===== src/rtl/cvm300_frame_sequencer.sv =====
// rtl/cvm300_frame_sequencer.sv - CVM300 capture sequencer: FIFO reset, settle, FRAME_REQ pulse, readout tracking (optional CVM_LINE_COUNT_EN line counter)
module cvm300_frame_sequencer #(
    parameter int FIFO_RST_CYCLES  = 4,
    parameter int SETTLE_CYCLES    = 16,
    parameter int REQ_PULSE_CYCLES = 1,
    parameter int FRAME_CNT_W      = 8,
    parameter int TIMEOUT_CYCLES   = 300000,
    parameter int TIMEOUT_W        = 24
) (
    input  logic                   FSM_Clk,
    input  logic                   Reset_n,
    input  logic                   start,
    input  logic                   abort,
    input  logic                   continuous,
    input  logic [FRAME_CNT_W-1:0] num_frames,
    input  logic                   data_valid,
    input  logic                   fifo_prog_full,
    output logic                   frame_req,
    output logic                   fifo_wr_rst,
    output logic                   fifo_rd_rst,
    output logic                   busy,
    output logic                   done,
    output logic                   timeout_err,
    output logic [FRAME_CNT_W-1:0] frames_done,
    output logic [2:0]             state
`ifdef CVM_LINE_COUNT_EN
    ,
    output logic [15:0]            line_count
`endif
);

    typedef enum logic [2:0] {
        S_IDLE       = 3'd0,
        S_FIFO_RST   = 3'd1,
        S_SETTLE     = 3'd2,
        S_REQ        = 3'd3,
        S_WAIT_VALID = 3'd4,
        S_READOUT    = 3'd5,
        S_GAP        = 3'd6,
        S_DONE       = 3'd7
    } state_t;

    // One shared dwell counter serves every timed state; it is sized by
    // TIMEOUT_W, which must therefore also hold the reset/settle/pulse lengths.
    localparam logic [TIMEOUT_W-1:0] FIFO_LAST    = TIMEOUT_W'(FIFO_RST_CYCLES - 1);
    localparam logic [TIMEOUT_W-1:0] SETTLE_LAST  = TIMEOUT_W'(SETTLE_CYCLES - 1);
    localparam logic [TIMEOUT_W-1:0] REQ_LAST     = TIMEOUT_W'(REQ_PULSE_CYCLES - 1);
    localparam logic [TIMEOUT_W-1:0] TIMEOUT_LAST = TIMEOUT_W'(TIMEOUT_CYCLES - 1);

    state_t                 cur;
    state_t                 nxt;
    logic [TIMEOUT_W-1:0]   cnt;
    logic                   start_q;
    logic                   dv_q;
    logic                   cont_q;
    logic [FRAME_CNT_W-1:0] target_q;
    logic [FRAME_CNT_W-1:0] frames_inc;
    logic                   launch;
    logic                   frame_end;
    logic                   timeout_hit;
    logic                   timed_state;

    assign state       = cur;
    assign frames_inc  = frames_done + FRAME_CNT_W'(1);
    assign timed_state = (cur == S_FIFO_RST) || (cur == S_SETTLE) ||
                         (cur == S_REQ) || (cur == S_WAIT_VALID);

    // State register
    always_ff @(posedge FSM_Clk or negedge Reset_n) begin
        if (!Reset_n) begin
            cur <= S_IDLE;
        end else begin
            cur <= nxt;
        end
    end

    // Next-state decode plus single-cycle event strobes; abort overrides everything
    always_comb begin
        nxt         = cur;
        launch      = 1'b0;
        frame_end   = 1'b0;
        timeout_hit = 1'b0;
        case (cur)
            S_IDLE: begin
                if (start && !start_q) begin
                    nxt    = S_FIFO_RST;
                    launch = 1'b1;
                end
            end
            S_FIFO_RST:   if (cnt == FIFO_LAST)   nxt = S_SETTLE;
            S_SETTLE:     if (cnt == SETTLE_LAST) nxt = S_REQ;
            S_REQ:        if (cnt == REQ_LAST)    nxt = S_WAIT_VALID;
            S_WAIT_VALID: begin
                if (data_valid) begin
                    nxt = S_READOUT;
                end else if (cnt == TIMEOUT_LAST) begin
                    nxt         = S_IDLE;
                    timeout_hit = 1'b1;
                end
            end
            S_READOUT: begin
                if (dv_q && !data_valid) begin
                    frame_end = 1'b1;
                    if (!cont_q && (frames_inc == target_q)) nxt = S_DONE;
                    else                                      nxt = S_GAP;
                end
            end
            S_GAP:        if (!fifo_prog_full) nxt = S_REQ;
            S_DONE:       nxt = S_IDLE;
            default:      nxt = S_IDLE;
        endcase
        if (abort) begin
            nxt         = S_IDLE;
            launch      = 1'b0;
            frame_end   = 1'b0;
            timeout_hit = 1'b0;
        end
    end

    // Dwell counter restarts on every state change and only runs in timed states
    always_ff @(posedge FSM_Clk or negedge Reset_n) begin
        if (!Reset_n) begin
            cnt <= '0;
        end else if (nxt != cur) begin
            cnt <= '0;
        end else if (timed_state) begin
            cnt <= cnt + TIMEOUT_W'(1);
        end
    end

    // Input history; start_q resets high so a start held through reset is not an edge
    always_ff @(posedge FSM_Clk or negedge Reset_n) begin
        if (!Reset_n) begin
            start_q <= 1'b1;
            dv_q    <= 1'b0;
        end else begin
            start_q <= start;
            dv_q    <= data_valid;
        end
    end

    // Burst configuration captured at launch; a zero frame count means one frame
    always_ff @(posedge FSM_Clk or negedge Reset_n) begin
        if (!Reset_n) begin
            cont_q   <= 1'b0;
            target_q <= '0;
        end else if (launch) begin
            cont_q   <= continuous;
            target_q <= (num_frames == '0) ? FRAME_CNT_W'(1) : num_frames;
        end
    end

    // Registered outputs decoded from the next state so they line up with the state register
    always_ff @(posedge FSM_Clk or negedge Reset_n) begin
        if (!Reset_n) begin
            frame_req   <= 1'b0;
            fifo_wr_rst <= 1'b0;
            fifo_rd_rst <= 1'b0;
            busy        <= 1'b0;
            done        <= 1'b0;
        end else begin
            frame_req   <= (nxt == S_REQ);
            fifo_wr_rst <= (nxt == S_FIFO_RST);
            fifo_rd_rst <= (nxt == S_FIFO_RST);
            busy        <= (nxt != S_IDLE);
            done        <= (nxt == S_DONE);
        end
    end

    // Frame counter and sticky timeout flag, both cleared on launch
    always_ff @(posedge FSM_Clk or negedge Reset_n) begin
        if (!Reset_n) begin
            frames_done <= '0;
            timeout_err <= 1'b0;
        end else begin
            if (launch)         frames_done <= '0;
            else if (frame_end) frames_done <= frames_inc;
            if (launch)           timeout_err <= 1'b0;
            else if (timeout_hit) timeout_err <= 1'b1;
        end
    end

`ifdef CVM_LINE_COUNT_EN
    // Line counter: rising data_valid edges within a frame, cleared when a request starts
    always_ff @(posedge FSM_Clk or negedge Reset_n) begin
        if (!Reset_n) begin
            line_count <= '0;
        end else if (nxt == S_REQ && cur != S_REQ) begin
            line_count <= '0;
        end else if (nxt == S_READOUT && data_valid &&
                     (cur == S_WAIT_VALID || !dv_q) && line_count != 16'hFFFF) begin
            line_count <= line_count + 16'd1;
        end
    end
`endif

endmodule


===== config.mk =====
export PLATFORM = sky130hd
export DESIGN_NAME = cvm300_frame_sequencer
export DESIGN_NICKNAME = d
export VERILOG_FILES = /design/src/rtl/cvm300_frame_sequencer.sv
export SDC_FILE = /design/constraint.sdc
export NUM_CORES = 1
export LEC_CHECK = 0
export ABC_AREA = 1
export CELL_PAD_IN_SITES_DETAIL_PLACEMENT = 0
export CELL_PAD_IN_SITES_GLOBAL_PLACEMENT = 1
export CORE_ASPECT_RATIO = 1.25
export CORE_MARGIN = 4
export CORE_UTILIZATION = 46
export DETAILED_ROUTE_END_ITERATION = 10
export PLACE_DENSITY_LB_ADDON = 0.1
export SKIP_LAST_GASP = 1
export SYNTH_ARGS = -nofsm -noshare
export SYNTH_HDL_FRONTEND = slang
export SYNTH_SLANG_ARGS = --single-unit

===== constraint.sdc =====
create_clock -name FSM_Clk -period 4.11 [get_ports FSM_Clk]
set_clock_uncertainty 0.1 [all_clocks]
set_input_delay 0.6165 -clock FSM_Clk [delete_from_list [all_inputs] [get_ports FSM_Clk]]
set_output_delay 0.6165 -clock FSM_Clk [all_outputs]
set_load 0.005 [all_outputs]

==> metrics.cfg <==
[layout]
syn2layout_area_growth_pct = 14.7
finalNonFillerCells = 516
nets = 446
diodes = 0
finalCoreUtilization_pct = 55.3
layout-drive-gt1-share_pct = 17.5

[yosys]
synth_top_area_cell = dfrtp_1
synth_nets = 411
synth-edff-count = 0
yosys-top-cells-area = dfrtp_1 (39%), nand2_1 (9.9%), nor2_4 (9.7%)
synth_most_common_cell = nand2_1
synth_flop_cell = dfrtp_1
synth_area_mm2 = 0.00325
avgSynthCellArea_um2 = 8.26
async_reset_ff_share_pct = 100
ys_seq_area_share_pct = 39.4
ys_ff_latch = 51
ys_types = 41
synth_common_cells = nand2_1 (86), dfrtp_1 (50), inv_1 (43)
synth_top_area_share_pct = 38.6
synth_warnings = 0
synthesis.instances = 393

[power]
p_int_mw = 0.776
clkPwrFrac_pct = 33.3
power_frac_seq_pct = 51.4
vdd_ir_drop_max_mv = 0.157
p_comb_share_pct = 15.3
switching_share_pct = 27.9
power_mw = 1.08
powerDensity_mw_per_mm2 = 289
switchingPower_mw = 0.300
leakage_nw = 1.60

[setup_path]
worstPathMaxFanout = 24
crit_path_end_kind = register
cp_data_arrival_time_ns = 2.82
critPathMostFrequentCell = nand2_1
crit_required_ns = 4.18
r2r_slack_ns = 1.36
r2r_start = frames_done[0]
path_class = register to register
slowest_delay_ns = 0.52
start_kind = register
regToRegEndpoint = cnt[3]
crit_chain = ha_1 > nand3_1 > nor2_1 > nand2_1 > and2_1 > nor2_1 > nor2_1 > nand2_1 > nand2_1 > nand2_1 > nand2_1 > nand2_2 > nand2_4 > nand2_2 > nand2_2 > nand2_4 > nor2_1
slowest_stage = dfrtp_1
startpoint = frames_done[0]
r2r_cells = 17

[grt]
grt_pass1_vias = 2659
grt-ovfl-total = 0
grt_pass1_wl_um = 12200
grtUsageTotal_pct = 17.9
grt_antenna_before_repair = 0
grt_start_max_net_pins = 27

[route]
dr.pass1.iters = 4
first_iter_violations = 75
drc_errors = 0
drtAntennaViolNets = 0
routed_wl_um = 6960
vias = 2546
vias_per_cell = 4.93
routedWlPerCell_um = 13.5

[die]
die_w_um = 83.1
start_util_pct = 48.2
ios = 32
core-area_mm2 = 0.00673
die_area_mm2 = 0.00847
die_y_um = 102
rows = 33

[placement]
gp_congestion = 0.865
portBuffers = 31
dp.cells = 508
place_ws_ns = 1.15
hpwlAfterDp_um = 5450

[clock_network]
cts_inserted_buffers = 5
post_cts_buffers = 0
clk-insertion-delay-late_ns = 0.31
cts_resized = 0
clk_pin_slew_worst_paths_ns = 0.10
cts_tree = built
clk_path_buf_depth = 2
cts_hold_buf = 0
cts-root-buf = clkbuf_8
h-tree-depth = 2
cts_sinks = 51

[sta]
tightest_slew_ns = 0.646
final.min_clock_period_ns = 2.75
fin_ws_ns = 1.36
maxSlewHeadroom_pct = 56.9
rsz0062_at_grt = false
timing.final.crit_share_pct = 66.9
fin_tns_setup_ns = 0
max_freq_mhz = 364
finalSetupViolations = 0
hold_viol = 0
finalMaxSlewViolations = 0

[run]
max_cap_viol_count = 0

[min_path]
min_path_type = primary input to asynchronous set/reset pin

[outcome]
status = complete, no violations

-- through the flow --
stage          instance area (µm²)  hold slack (ns)
2_1_floorplan                 3250            0.221
3_3_place_gp                  3610            0.385
3_5_place_dp                  3610            0.379
4_1_cts                       3720            0.224
5_1_grt                       3720            0.250
6_report                      3720            0.212
-- cells by family after synthesis --
| kind of cell | share of synthesized area, % |
|---|---|
| xor+xnor | 5.13 |
| buf+inv | 8.29 |
| flops | 39.4 |
| simple gates | 41.4 |
| fa+ha+maj | 1.16 |
| compound gates | 4.70 |
-- final cells by class --
| class | count | area [µm²] |
|---|---|---|
| sequential | 51 | 1280 |
| multi-input combinational | 287 | 1700 |
| tap | 87 | 109 |
| clock inverter | 2 | 37.5 |
| timing repair buffer | 33 | 320 |
| fill | 669 | 3010 |
| clock buffer | 6 | 72.6 |
| inverter | 50 | 206 |
-- metal layers --
| layer | track usage (%) | vias to the layer above | part of all wire (%) |
|---|---|---|---|
| met5 | 0 | - | 0 |
| met4 | 6.29 | 0 | 1.8 |
| met3 | 2.82 | 10 | 2.2 |
| met2 | 34.1 | 31 | 54 |
| met1 | 20.3 | 1180 | 42 |
| li1 | - | 1325 | - |
-- critical path: cells and delay by family (launching register included) --
family                   cells  cell delay [ns]
flip-flops                   1             0.52
adder cells (fa/ha/maj)      1             0.28
AND/OR/NAND/NOR             16             1.67
-- power groups by stage --
stage	clock [mW]	sequential (mW)	combinational (mW)
6_report	0.358	0.554	0.164
5_1_grt	0.394	0.558	0.189
4_1_cts	0.370	0.554	0.169
3_5_place_dp	0	0.564	0.168
3_3_place_gp	0	0.563	0.168
2_1_floorplan	0	0.558	0.123
-- how the worst max path moves through the flow --
stage                        end  slack (ns)  cells after the start
after floorplan           cnt[4]        1.92                     18
after global placement    cnt[1]        1.20                     15
after detailed placement  cnt[3]        1.15                     15
after CTS                 cnt[3]        1.31                     17
after global routing      cnt[3]        0.99                     18
final                     cnt[3]        1.36                     17
-- registers in the layout, indices dropped and copies added, names as in the netlist, 3 cells and up --
name	flops
state	3
frames_done	8
cnt	24
target_q	8
-- layout by cell type (no fill, tap or decap), types with 2 or more instances in the layout --
master           Yosys  routed
a21oi_1              6       6
buf_4                1       2
clkbuf_8             0       5
clkdlybuf4s50_1      0      30
dfrtp_1             50      50
ha_1                 3       3
inv_1               43      43
inv_2                5       5
nand2_1             86      86
nand2_2             14      14
nand2_4              3       3
nand3_1             28      28
nand3b_1             3       3
nand4_1             10      10
nor2_1              36      36
nor2_2               4       4
nor2_4              28      28
nor3_1              12      12
nor3_2               2       2
nor4_1               5       5
o21ai_0              9       9
o21ai_1              3       3
o22ai_1              4       4
xnor2_1              2       2
xor2_1              17      17
Note: power is estimated with default switching activity, not from simulation.
